**config.mk**
```make
export PLATFORM = sky130hd
export DESIGN_NAME = apb_cmd_master
export DESIGN_NICKNAME = d
export VERILOG_FILES = /design/src/rtl/apb_cmd_master_pkg.sv /design/src/rtl/apb_cmd_wdog.sv /design/src/rtl/apb_cmd_master.sv
export SDC_FILE = /design/constraint.sdc
export NUM_CORES = 1
export LEC_CHECK = 0
export ABC_AREA = 1
export BUFFER_PORTS_ARGS = -buffer_cell sky130_fd_sc_hd__buf_2
export CAP_MARGIN = 20
export CORE_MARGIN = 2
export CORE_UTILIZATION = 46
export CTS_CLUSTER_DIAMETER = 120
export DETAILED_ROUTE_END_ITERATION = 16
export PLACE_DENSITY = 0.85
export SYNTH_ARGS = -nofsm -noshare
export SYNTH_HDL_FRONTEND = slang
export SYNTH_SLANG_ARGS = --single-unit
```
**constraint.sdc**
```tcl
create_clock -name a_pclk -period 1.75 [get_ports a_pclk]
set_input_delay 0.0875 -clock a_pclk [delete_from_list [all_inputs] [get_ports a_pclk]]
set_output_delay 0.0875 -clock a_pclk [all_outputs]
set_load 0.01 [all_outputs]
```
**src/rtl/apb_cmd_master_pkg.sv**
```systemverilog
// Shared types and default widths for the APB command master.
package apb_cmd_master_pkg;

  localparam int ADDR_WD_DEF     = 8;
  localparam int DATA_WD_DEF     = 6;
  localparam int STRB_WD_DEF     = 2;
  localparam int PROT_WD_DEF     = 4;
  localparam int TIMEOUT_CYC_DEF = 64;

  typedef enum logic [1:0] {
    IDLE   = 2'd0,
    SETUP  = 2'd1,
    ACCESS = 2'd2,
    RESP   = 2'd3
  } state_t;

  typedef struct packed {
    logic                   write;
    logic [ADDR_WD_DEF-1:0] addr;
    logic [DATA_WD_DEF-1:0] wdata;
    logic [STRB_WD_DEF-1:0] strb;
    logic [PROT_WD_DEF-1:0] prot;
  } cmd_t;

endpackage

```
**src/rtl/apb_cmd_wdog.sv**
```systemverilog
// ACCESS-phase watchdog for apb_cmd_master; only instantiated when
// APB_CMD_MASTER_TIMEOUT_EN is defined.
module apb_cmd_wdog #(
  parameter int TIMEOUT_CYC = 64
) (
  input  logic a_pclk,
  input  logic a_prst_n,
  input  logic clr,
  input  logic inc,
  output logic expire
);

  localparam int CNT_WD = $clog2(TIMEOUT_CYC) + 1;

  logic [CNT_WD-1:0] cnt;

  always_ff @(posedge a_pclk or negedge a_prst_n) begin
    if (!a_prst_n) begin
      cnt <= '0;
    end else if (clr) begin
      cnt <= '0;
    end else if (inc) begin
      cnt <= cnt + 1'b1;
    end
  end

  // Fires on the stalled cycle whose increment would reach the limit.
  assign expire = inc && (cnt == CNT_WD'(TIMEOUT_CYC - 1));

endmodule

```
**src/rtl/apb_cmd_master.sv**
```systemverilog
// APB4 requester: one valid/ready command -> one APB transfer -> one response.
// Optional ACCESS timeout enabled by defining APB_CMD_MASTER_TIMEOUT_EN.
//
// state  | meaning
// IDLE   | cmd_ready high, waiting for a command
// SETUP  | psel=1, penable=0 for one cycle
// ACCESS | psel=1, penable=1 until pready (or timeout)
// RESP   | rsp_valid high until rsp_ready
module apb_cmd_master
  import apb_cmd_master_pkg::*;
#(
  parameter int ADDR_WD     = ADDR_WD_DEF,
  parameter int DATA_WD     = DATA_WD_DEF,
  parameter int STRB_WD     = STRB_WD_DEF,
  parameter int PROT_WD     = PROT_WD_DEF,
  parameter int TIMEOUT_CYC = TIMEOUT_CYC_DEF
) (
  input  logic               a_pclk,
  input  logic               a_prst_n,
  input  logic               cmd_valid,
  output logic               cmd_ready,
  input  logic               cmd_write,
  input  logic [ADDR_WD-1:0] cmd_addr,
  input  logic [DATA_WD-1:0] cmd_wdata,
  input  logic [STRB_WD-1:0] cmd_strb,
  input  logic [PROT_WD-1:0] cmd_prot,
  output logic               rsp_valid,
  input  logic               rsp_ready,
  output logic               rsp_write,
  output logic [DATA_WD-1:0] rsp_rdata,
  output logic               rsp_err,
  output logic               a_psel,
  output logic               a_penable,
  output logic               a_pwrite,
  output logic [ADDR_WD-1:0] a_paddr,
  output logic [DATA_WD-1:0] a_pwdata,
  output logic [PROT_WD-1:0] a_pprot,
  output logic [STRB_WD-1:0] a_pstrb,
  input  logic [DATA_WD-1:0] a_prdata,
  input  logic               a_pready
);

  state_t state;
  logic   tmo_hit;

  if (TIMEOUT_CYC < 1) begin : g_bad_timeout
    $error("apb_cmd_master: TIMEOUT_CYC must be at least 1");
  end

`ifdef APB_CMD_MASTER_TIMEOUT_EN
  apb_cmd_wdog #(
    .TIMEOUT_CYC (TIMEOUT_CYC)
  ) u_wdog (
    .a_pclk   (a_pclk),
    .a_prst_n (a_prst_n),
    .clr      (state == SETUP),
    .inc      ((state == ACCESS) && !a_pready),
    .expire   (tmo_hit)
  );
`else
  assign tmo_hit = 1'b0;
`endif

  always_ff @(posedge a_pclk or negedge a_prst_n) begin
    if (!a_prst_n) begin
      state     <= IDLE;
      cmd_ready <= 1'b0;
      rsp_valid <= 1'b0;
      rsp_write <= 1'b0;
      rsp_rdata <= '0;
      rsp_err   <= 1'b0;
      a_psel    <= 1'b0;
      a_penable <= 1'b0;
      a_pwrite  <= 1'b0;
      a_paddr   <= '0;
      a_pwdata  <= '0;
      a_pprot   <= '0;
      a_pstrb   <= '0;
    end else begin
      case (state)
        IDLE: begin
          if (cmd_valid && cmd_ready) begin
            cmd_ready <= 1'b0;
            a_psel    <= 1'b1;
            a_pwrite  <= cmd_write;
            a_paddr   <= cmd_addr;
            a_pwdata  <= cmd_wdata;
            a_pprot   <= cmd_prot;
            a_pstrb   <= cmd_write ? cmd_strb : '0;
            state     <= SETUP;
          end else begin
            cmd_ready <= 1'b1;
          end
        end
        SETUP: begin
          a_penable <= 1'b1;
          state     <= ACCESS;
        end
        ACCESS: begin
          // pready wins over a coincident timeout
          if (a_pready || tmo_hit) begin
            a_psel    <= 1'b0;
            a_penable <= 1'b0;
            rsp_valid <= 1'b1;
            rsp_write <= a_pwrite;
            rsp_rdata <= (a_pready && !a_pwrite) ? a_prdata : '0;
            rsp_err   <= !a_pready;
            state     <= RESP;
          end
        end
        RESP: begin
          if (rsp_ready) begin
            rsp_valid <= 1'b0;
            cmd_ready <= 1'b1;
            state     <= IDLE;
          end
        end
        default: state <= IDLE;
      endcase
    end
  end

endmodule

```
==> results of run 1 <==
cell type report:
type	instances	area, um^2
repair buffers	94	613
clock inverters	1	5.00
multi-input cells	120	534
flip-flops and latches	35	876
inverters	12	45.0
well taps	44	55.1
clock buffers	7	45.0
fillers	245	905
how the worst max path moves through the flow:
stage                          from                       to  cells past startpoint
2_1_floorplan  state[0]$_DFFE_PN0P_   a_pstrb[0]$_DFFE_PN0P_                      8
3_3_place_gp   state[0]$_DFFE_PN0P_  a_pwdata[2]$_DFFE_PN0P_                      7
3_5_place_dp   state[0]$_DFFE_PN0P_  a_pwdata[4]$_DFFE_PN0P_                      7
4_1_cts        state[0]$_DFFE_PN0P_   a_paddr[0]$_DFFE_PN0P_                      7
5_1_grt        state[0]$_DFFE_PN0P_   a_paddr[4]$_DFFE_PN0P_                      7
6_report       state[0]$_DFFE_PN0P_  a_pwdata[4]$_DFFE_PN0P_                      7
metrics by stage:
| stage | utilization, % | setup slack, ns |
|---|---|---|
| detailed placement | 60.2 | 0.188 |
| CTS | 70.6 | 0.173 |
| floorplan | - | 0.433 |
| global placement | 60.2 | 0.282 |
| finish | 70.6 | 0.182 |
| global route | 70.6 | 0.0332 |
report_power, final:
part / internal (mW) / switching, mW / total [mW]
Clock: 0.156 / 0.248 / 0.404
Combinational: 0.602 / 0.850 / 1.45
Sequential: 1.18 / 0.206 / 1.38
Total: 1.93 / 1.30 / 3.24
routing by layer:
metal	GRT usage [%]	share of wire, %	vias to the layer above
met5	0	0	-
met4	5.59	0.82	0
met3	6.30	5.4	5
met2	36.5	51	44
met1	24.3	43	657
li1	-	-	717
critical path: cells and delay by family, from the launching register on:
kind	cells	cell delay, ns
adder cells (fa/ha/maj)	1	0.24
buffers and inverters	3	0.39
flip-flops	1	0.42
AND/OR/NAND/NOR	3	0.40
layout by cell type, fill, tap and decap left out:
master,netlist,routed
inv_1,10,10
clkinv_2,0,1
a21oi_1,2,2
nor2_1,1,1
nand4_1,2,2
buf_4,1,3
o21ai_0,4,4
dlygate4sd3_1,0,27
buf_2,1,64
nand2_1,98,98
nand3_1,4,4
clkbuf_1,0,2
nor2_4,1,1
and2_1,1,1
inv_2,2,2
dfrtp_1,35,35
clkbuf_4,0,5
ha_1,6,6
o21bai_1,1,1
state kept, by name, summed over array words and instances, names as in the netlist, 2 cells and up:
| register | count |
|---|---|
| a_paddr | 8 |
| a_pprot | 4 |
| a_pstrb | 2 |
| a_pwdata | 6 |
| rsp_rdata | 6 |
| state | 2 |
cells by family after synthesis:
logic type                 Yosys count  synth area share (%)
and+or+nand+nor                    107                  28.1
DFF                                 35                  58.3
buffers and inverters               17                  6.08
adders and majority gates            6                  5.00
AOI/OAI and AO/OA                    7                  2.50
==> flow_summary_export.csv, run 1 <==
group,metric,value,unit
final_layout,drive_gt1_share,28.3,%
power_and_ir_drop,total_power,3.24,mW
status,outcome,"finished clean",
logic_synthesis,syn_nets,210,
detailed_routing,firstDrtPassIters,4,
logic_synthesis,syn_area_per_cell,8.73,um^2
detailed_routing,wire_per_inst,11.3,um
clocking,cts_setup_buffers,0,
place,place_area,1850,um^2
logic_synthesis,synthFlopType,"dfrtp_1",
power_and_ir_drop,ir_drop,0.898,mV
clocking,cts.sinks,35,
logic_synthesis,synth-edff-count,0,
timing,maxSlewHeadroom,51.2,%
die,dieArea,3740,um^2
place,gp_congestion,0.730,
final_layout,syn_to_final_growth,44.7,%
logic_synthesis,synth_most_common_cell,"nand2_1",
global_route,grt_pass1_wl,5620,um
final_layout,antennaDiodeCount,0,
die,die_w,61.1,um
setup_path,crit_arrival,1.80,ns
timing,worst_slew_pin_slew,0.733,ns
clocking,cts_resized,0,
timing,hold_slack,0.0301,ns
setup_path,crit_type,"reg2reg",
logic_synthesis,synth_top_area_cell,"dfrtp_1",
setup_path,crit_required,1.98,ns
final_layout,design_area,2170,um^2
min_path,hold_end,"a_pstrb[0]$_DFFE_PN0P_",
detailed_routing,antenna_left,0,
global_route,antenna_found_initial,0,
final_layout,fin_nets,306,
timing,period_share,89.6,%
die,ios,65,
clocking,cts_buffers,5,
final_layout,final_cell_count_no_fill,313,
detailed_routing,drc_errors,0,
global_route,grt_max_degree,36,
logic_synthesis,synth_top_cell_area_share,58.3,%
logic_synthesis,synthArstFlopShare,100,%
detailed_routing,drtIter0Drc,79,
timing,fin_setup_tns,0,ns
clocking,cts-root-buf,"clkbuf_4",
setup_path,startpoint_type,"register",
die,start_util,48.8,%
die,rows,20,
setup_path,cp_slowest_stage_delay,0.42,ns
setup_path,worstPathMaxFanout,20,
logic_synthesis,yosysSeqAreaShare,58.3,%
min_path,min_path_cells,3,
global_route,overflow,0,
setup_path,critPathCaptureType,"register",
setup_path,regToRegEndpoint,"a_pwdata[4]$_DFFE_PN0P_",
timing,max_freq,638,MHz
run,cap_violations,0,
place,portBuffers,64,
timing,fin_skew,0.00417,ns
min_path,min-delay-start,"cmd_write",
clocking,cts_hold_buf,27,
detailed_routing,vias,1423,
place,hpwl,2350,um
clocking,clk_latency,0.33,ns
logic_synthesis,synth_common_cells,"nand2_1, dfrtp_1, inv_1",
setup_path,ff2ff_setup_slack,0.18,ns
detailed_routing,vias_per_cell,4.55,
logic_synthesis,ys_top_cells_by_area,"dfrtp_1, nand2_1, ha_1",
setup_path,path_cells,"inv_1 -> ha_1 -> inv_2 -> nor2_4 -> inv_2 -> nand2_1 -> nand2_1",
min_path,worstHoldPathType,"in2reg",
clocking,htreeDepth,2,
logic_synthesis,synth.distinct_cells,16,
logic_synthesis,yosys_warnings,0,
power_and_ir_drop,p_per_area,1490,nW/um^2
setup_path,reg2reg_depth,7,
timing,final_hold_viol_count,0,
global_route,track_usage,20.6,%
clocking,path_clk_slew,0.10,ns
die,core,3080,um^2
clocking,clk_path_buf_depth,2,
setup_path,r2r_start,"state[0]$_DFFE_PN0P_",
timing,final.min_clock_period,1.57,ns
power_and_ir_drop,power.leakage,1.26,nW
logic_synthesis,syn_inst,172,
timing,finalSetupViolCount,0,
timing,rsz0062_at_grt,"false",
logic_synthesis,synth_area,1500,um^2
place,placedCellCount,278,
setup_path,critPathSlowestCell,"dfrtp_1",
die,fp.dieH,61.1,um
global_route,grt_pass1_vias,1337,
timing,finalMaxSlewViolations,0,
clocking,cts_tree,"done",
logic_synthesis,synth_seq_cells,35,
detailed_routing,detail_route.wirelength,3520,um
(Power assumes the default switching activity.)
==> inputs of run 2 (changes only) <==
--- a/config.mk
+++ b/config.mk
@@ -12,7 +12,8 @@
 export CORE_UTILIZATION = 46
 export CTS_CLUSTER_DIAMETER = 120
 export DETAILED_ROUTE_END_ITERATION = 16
-export PLACE_DENSITY = 0.85
+export PLACE_DENSITY = 0.75
+export SLEW_MARGIN = 40
 export SYNTH_ARGS = -nofsm -noshare
 export SYNTH_HDL_FRONTEND = slang
 export SYNTH_SLANG_ARGS = --single-unit
==> run 2 against run 1 <==
Effect of this change:
- sequential power is essentially flat
- final cell count is the same
- global-route usage grew 0.74 points
- non-clock buffer count is the same
- clock power grew 2%
- first-iteration DRC count shrank 29%
- cell area grew 0.12%
- sequential share of layout area is essentially flat
- setup slack gained 0.075 ns
- via count shrank 1.2%
- fmax grew 5.0%
- critical endpoint is now a_pprot[1]$_DFFE_PN0P_
==> flow_summary_export.csv, run 2 (synthesized netlist as in run 1, its figures left out) <==
group,metric,value,unit
timing,period_share,85.3,%
detailed_routing,firstDrtPassIters,4,
detailed_routing,drtIter0Drc,56,
setup_path,path_cells,"inv_1 -> ha_1 -> inv_2 -> nor2_4 -> inv_2 -> nand2_1 -> nand2_1",
setup_path,cp_slowest_stage_delay,0.42,ns
clocking,path_clk_slew,0.10,ns
die,die_w,61.1,um
run,cap_violations,0,
setup_path,crit_end,"a_pprot[1]$_DFFE_PN0P_",
setup_path,r2r_start,"state[0]$_DFFE_PN0P_",
setup_path,worstPathMaxFanout,20,
final_layout,top_regs,"a_paddr x8, a_pwdata x6, rsp_rdata x6",
timing,fin_skew,0.00564,ns
clocking,cts-root-buf,"clkbuf_4",
timing,fin_setup_tns,0,ns
timing,finalSetupViolCount,0,
timing,max_freq,670,MHz
min_path,worstHoldPathType,"in2reg",
global_route,grt_pass1_wl,5750,um
final_layout,antennaDiodeCount,0,
timing,finalMaxSlewViolations,0,
final_layout,fin_nets,306,
timing,rsz0062_at_grt,"false",
power_and_ir_drop,pwr-share-comb,44.9,%
die,rows,20,
global_route,grt_pass1_vias,1422,
detailed_routing,vias,1406,
detailed_routing,vias_per_cell,4.49,
detailed_routing,drc_errors,0,
die,fp.dieH,61.1,um
final_layout,drive_gt1_share,28.3,%
die,dieArea,3740,um^2
final_layout,regMostFlops,"a_paddr",
setup_path,crit_start,"state[0]$_DFFE_PN0P_",
die,ios,65,
global_route,grt_max_degree,36,
clocking,htreeDepth,2,
clocking,cts.sinks,35,
detailed_routing,wire_per_inst,11.7,um
global_route,track_usage,21.4,%
power_and_ir_drop,power.leakage,1.26,nW
place,gp_congestion,0.801,
power_and_ir_drop,ir_drop,0.865,mV
power_and_ir_drop,p_switching,1.31,mW
final_layout,syn_to_final_growth,44.9,%
power_and_ir_drop,p_seq_share,42.4,%
status,outcome,"finished clean",
timing,worst_slew_pin_slew,0.427,ns
setup_path,cp_num_cells,7,
power_and_ir_drop,pwr-share-clk,12.7,%
global_route,antenna_found_initial,0,
setup_path,crit_type,"reg2reg",
place,hpwl,2350,um
place,portBuffers,64,
final_layout,layout_commonest_cell,"nand2_1",
global_route,overflow,0,
clocking,cts_tree,"done",
timing,final_hold_viol_count,0,
clocking,cts_setup_buffers,0,
power_and_ir_drop,p_per_area,1490,nW/um^2
setup_path,critPathCaptureType,"register",
die,core,3080,um^2
setup_path,startpoint_type,"register",
setup_path,regToRegEndpoint,"a_pprot[1]$_DFFE_PN0P_",
timing,maxSlewHeadroom,71.6,%
clocking,clk_latency,0.34,ns
timing,final.min_clock_period,1.49,ns
setup_path,critical_path.top_delay_family,"flip-flops",
setup_path,critPathSlowestCell,"dfrtp_1",
final_layout,largest_reg_flops,8,
clocking,cts_buffers,5,
detailed_routing,detail_route.wirelength,3650,um
setup_path,crit_arrival,1.73,ns
setup_path,reg2reg_depth,7,
clocking,clk_path_buf_depth,2,
final_layout,final_cell_mix,"nand2_1, buf_2, dfrtp_1",
power_and_ir_drop,swShare,40.3,%
die,start_util,48.8,%
setup_path,crit_buf_inv,3,
detailed_routing,antenna_left,0,
setup_path,crit_required,1.98,ns
power_and_ir_drop,total_power,3.24,mW
power_and_ir_drop,p_int,1.94,mW
setup_path,ff2ff_setup_slack,0.26,ns
==> run 2: cell count changes in the layout (fill, tap and decap cells not counted) <==
cell,delta
buf_4,+1
buf_2,-1
==> run 2: routing by layer <==
metal | share of wire (%) | track usage (%)
met4 | 1.6 | 9.63
met1 | 40 | 24.2
met3 | 4.9 | 5.04
met5 | 0 | 0
met2 | 53 | 38.0
==> run 2: worst min path at each step <==
stage	end	from	cells after the start	slack, ns
2_1_floorplan	a_paddr[0]$_DFFE_PN0P_	a_prst_n	0	-0.21
3_3_place_gp	rsp_rdata[4]$_DFFE_PN0P_	a_prst_n	1	0.20
3_5_place_dp	rsp_rdata[4]$_DFFE_PN0P_	a_prst_n	1	0.20
4_1_cts	a_pwrite$_DFFE_PN0P_	cmd_write	3	0.001
5_1_grt	a_pwrite$_DFFE_PN0P_	cmd_write	3	0.03
6_report	a_pwrite$_DFFE_PN0P_	cmd_write	3	0.0007
==> run 2: stage by stage <==
step           std cells  cell area [um^2]  util, %  setup WS [ns]  hold WS [ns]
2_1_floorplan        172              1500        -          0.433        -0.208
3_3_place_gp         278              1850     60.2          0.350         0.202
3_5_place_dp         278              1850     60.2          0.257         0.203
4_1_cts              313              2170     70.6          0.238       0.00130
5_1_grt              313              2180     70.7          0.129        0.0280
6_report             313              2180     70.7          0.257      0.000714
==> run 2: worst register-to-register path, stage by stage (launching register included) <==
cell     delay [ns]
dfrtp_1        0.42
inv_1          0.14
ha_1           0.25
inv_2          0.06
nor2_4         0.17
inv_2          0.18
nand2_1        0.11
nand2_1        0.06
==> run 2: power groups by stage <==
stage	Clock, mW	Combinational (mW)	Sequential [mW]
floorplan	0	0.719	1.55
global placement	0	1.37	1.39
detailed placement	0	1.41	1.39
CTS	0.421	1.46	1.38
global route	0.466	1.66	1.42
finish	0.411	1.46	1.37
==> run 2: what timing repair did <==
item / in CTS / in global routing
endpoints found under the hold margin: 61 / 0
resized for setup: 0 / 0
hold buffers: 27 / 0
==> run 2: area by class of cell <==
cell class | instances | area, um^2
Fill cell | 238 | 902
Clock buffer | 7 | 45.0
Sequential cell | 35 | 876
Multi-Input combinational cell | 120 | 534
Tap cell | 44 | 55.1
Timing Repair Buffer | 94 | 616
Inverter | 12 | 45.0
Clock inverter | 1 | 5.00
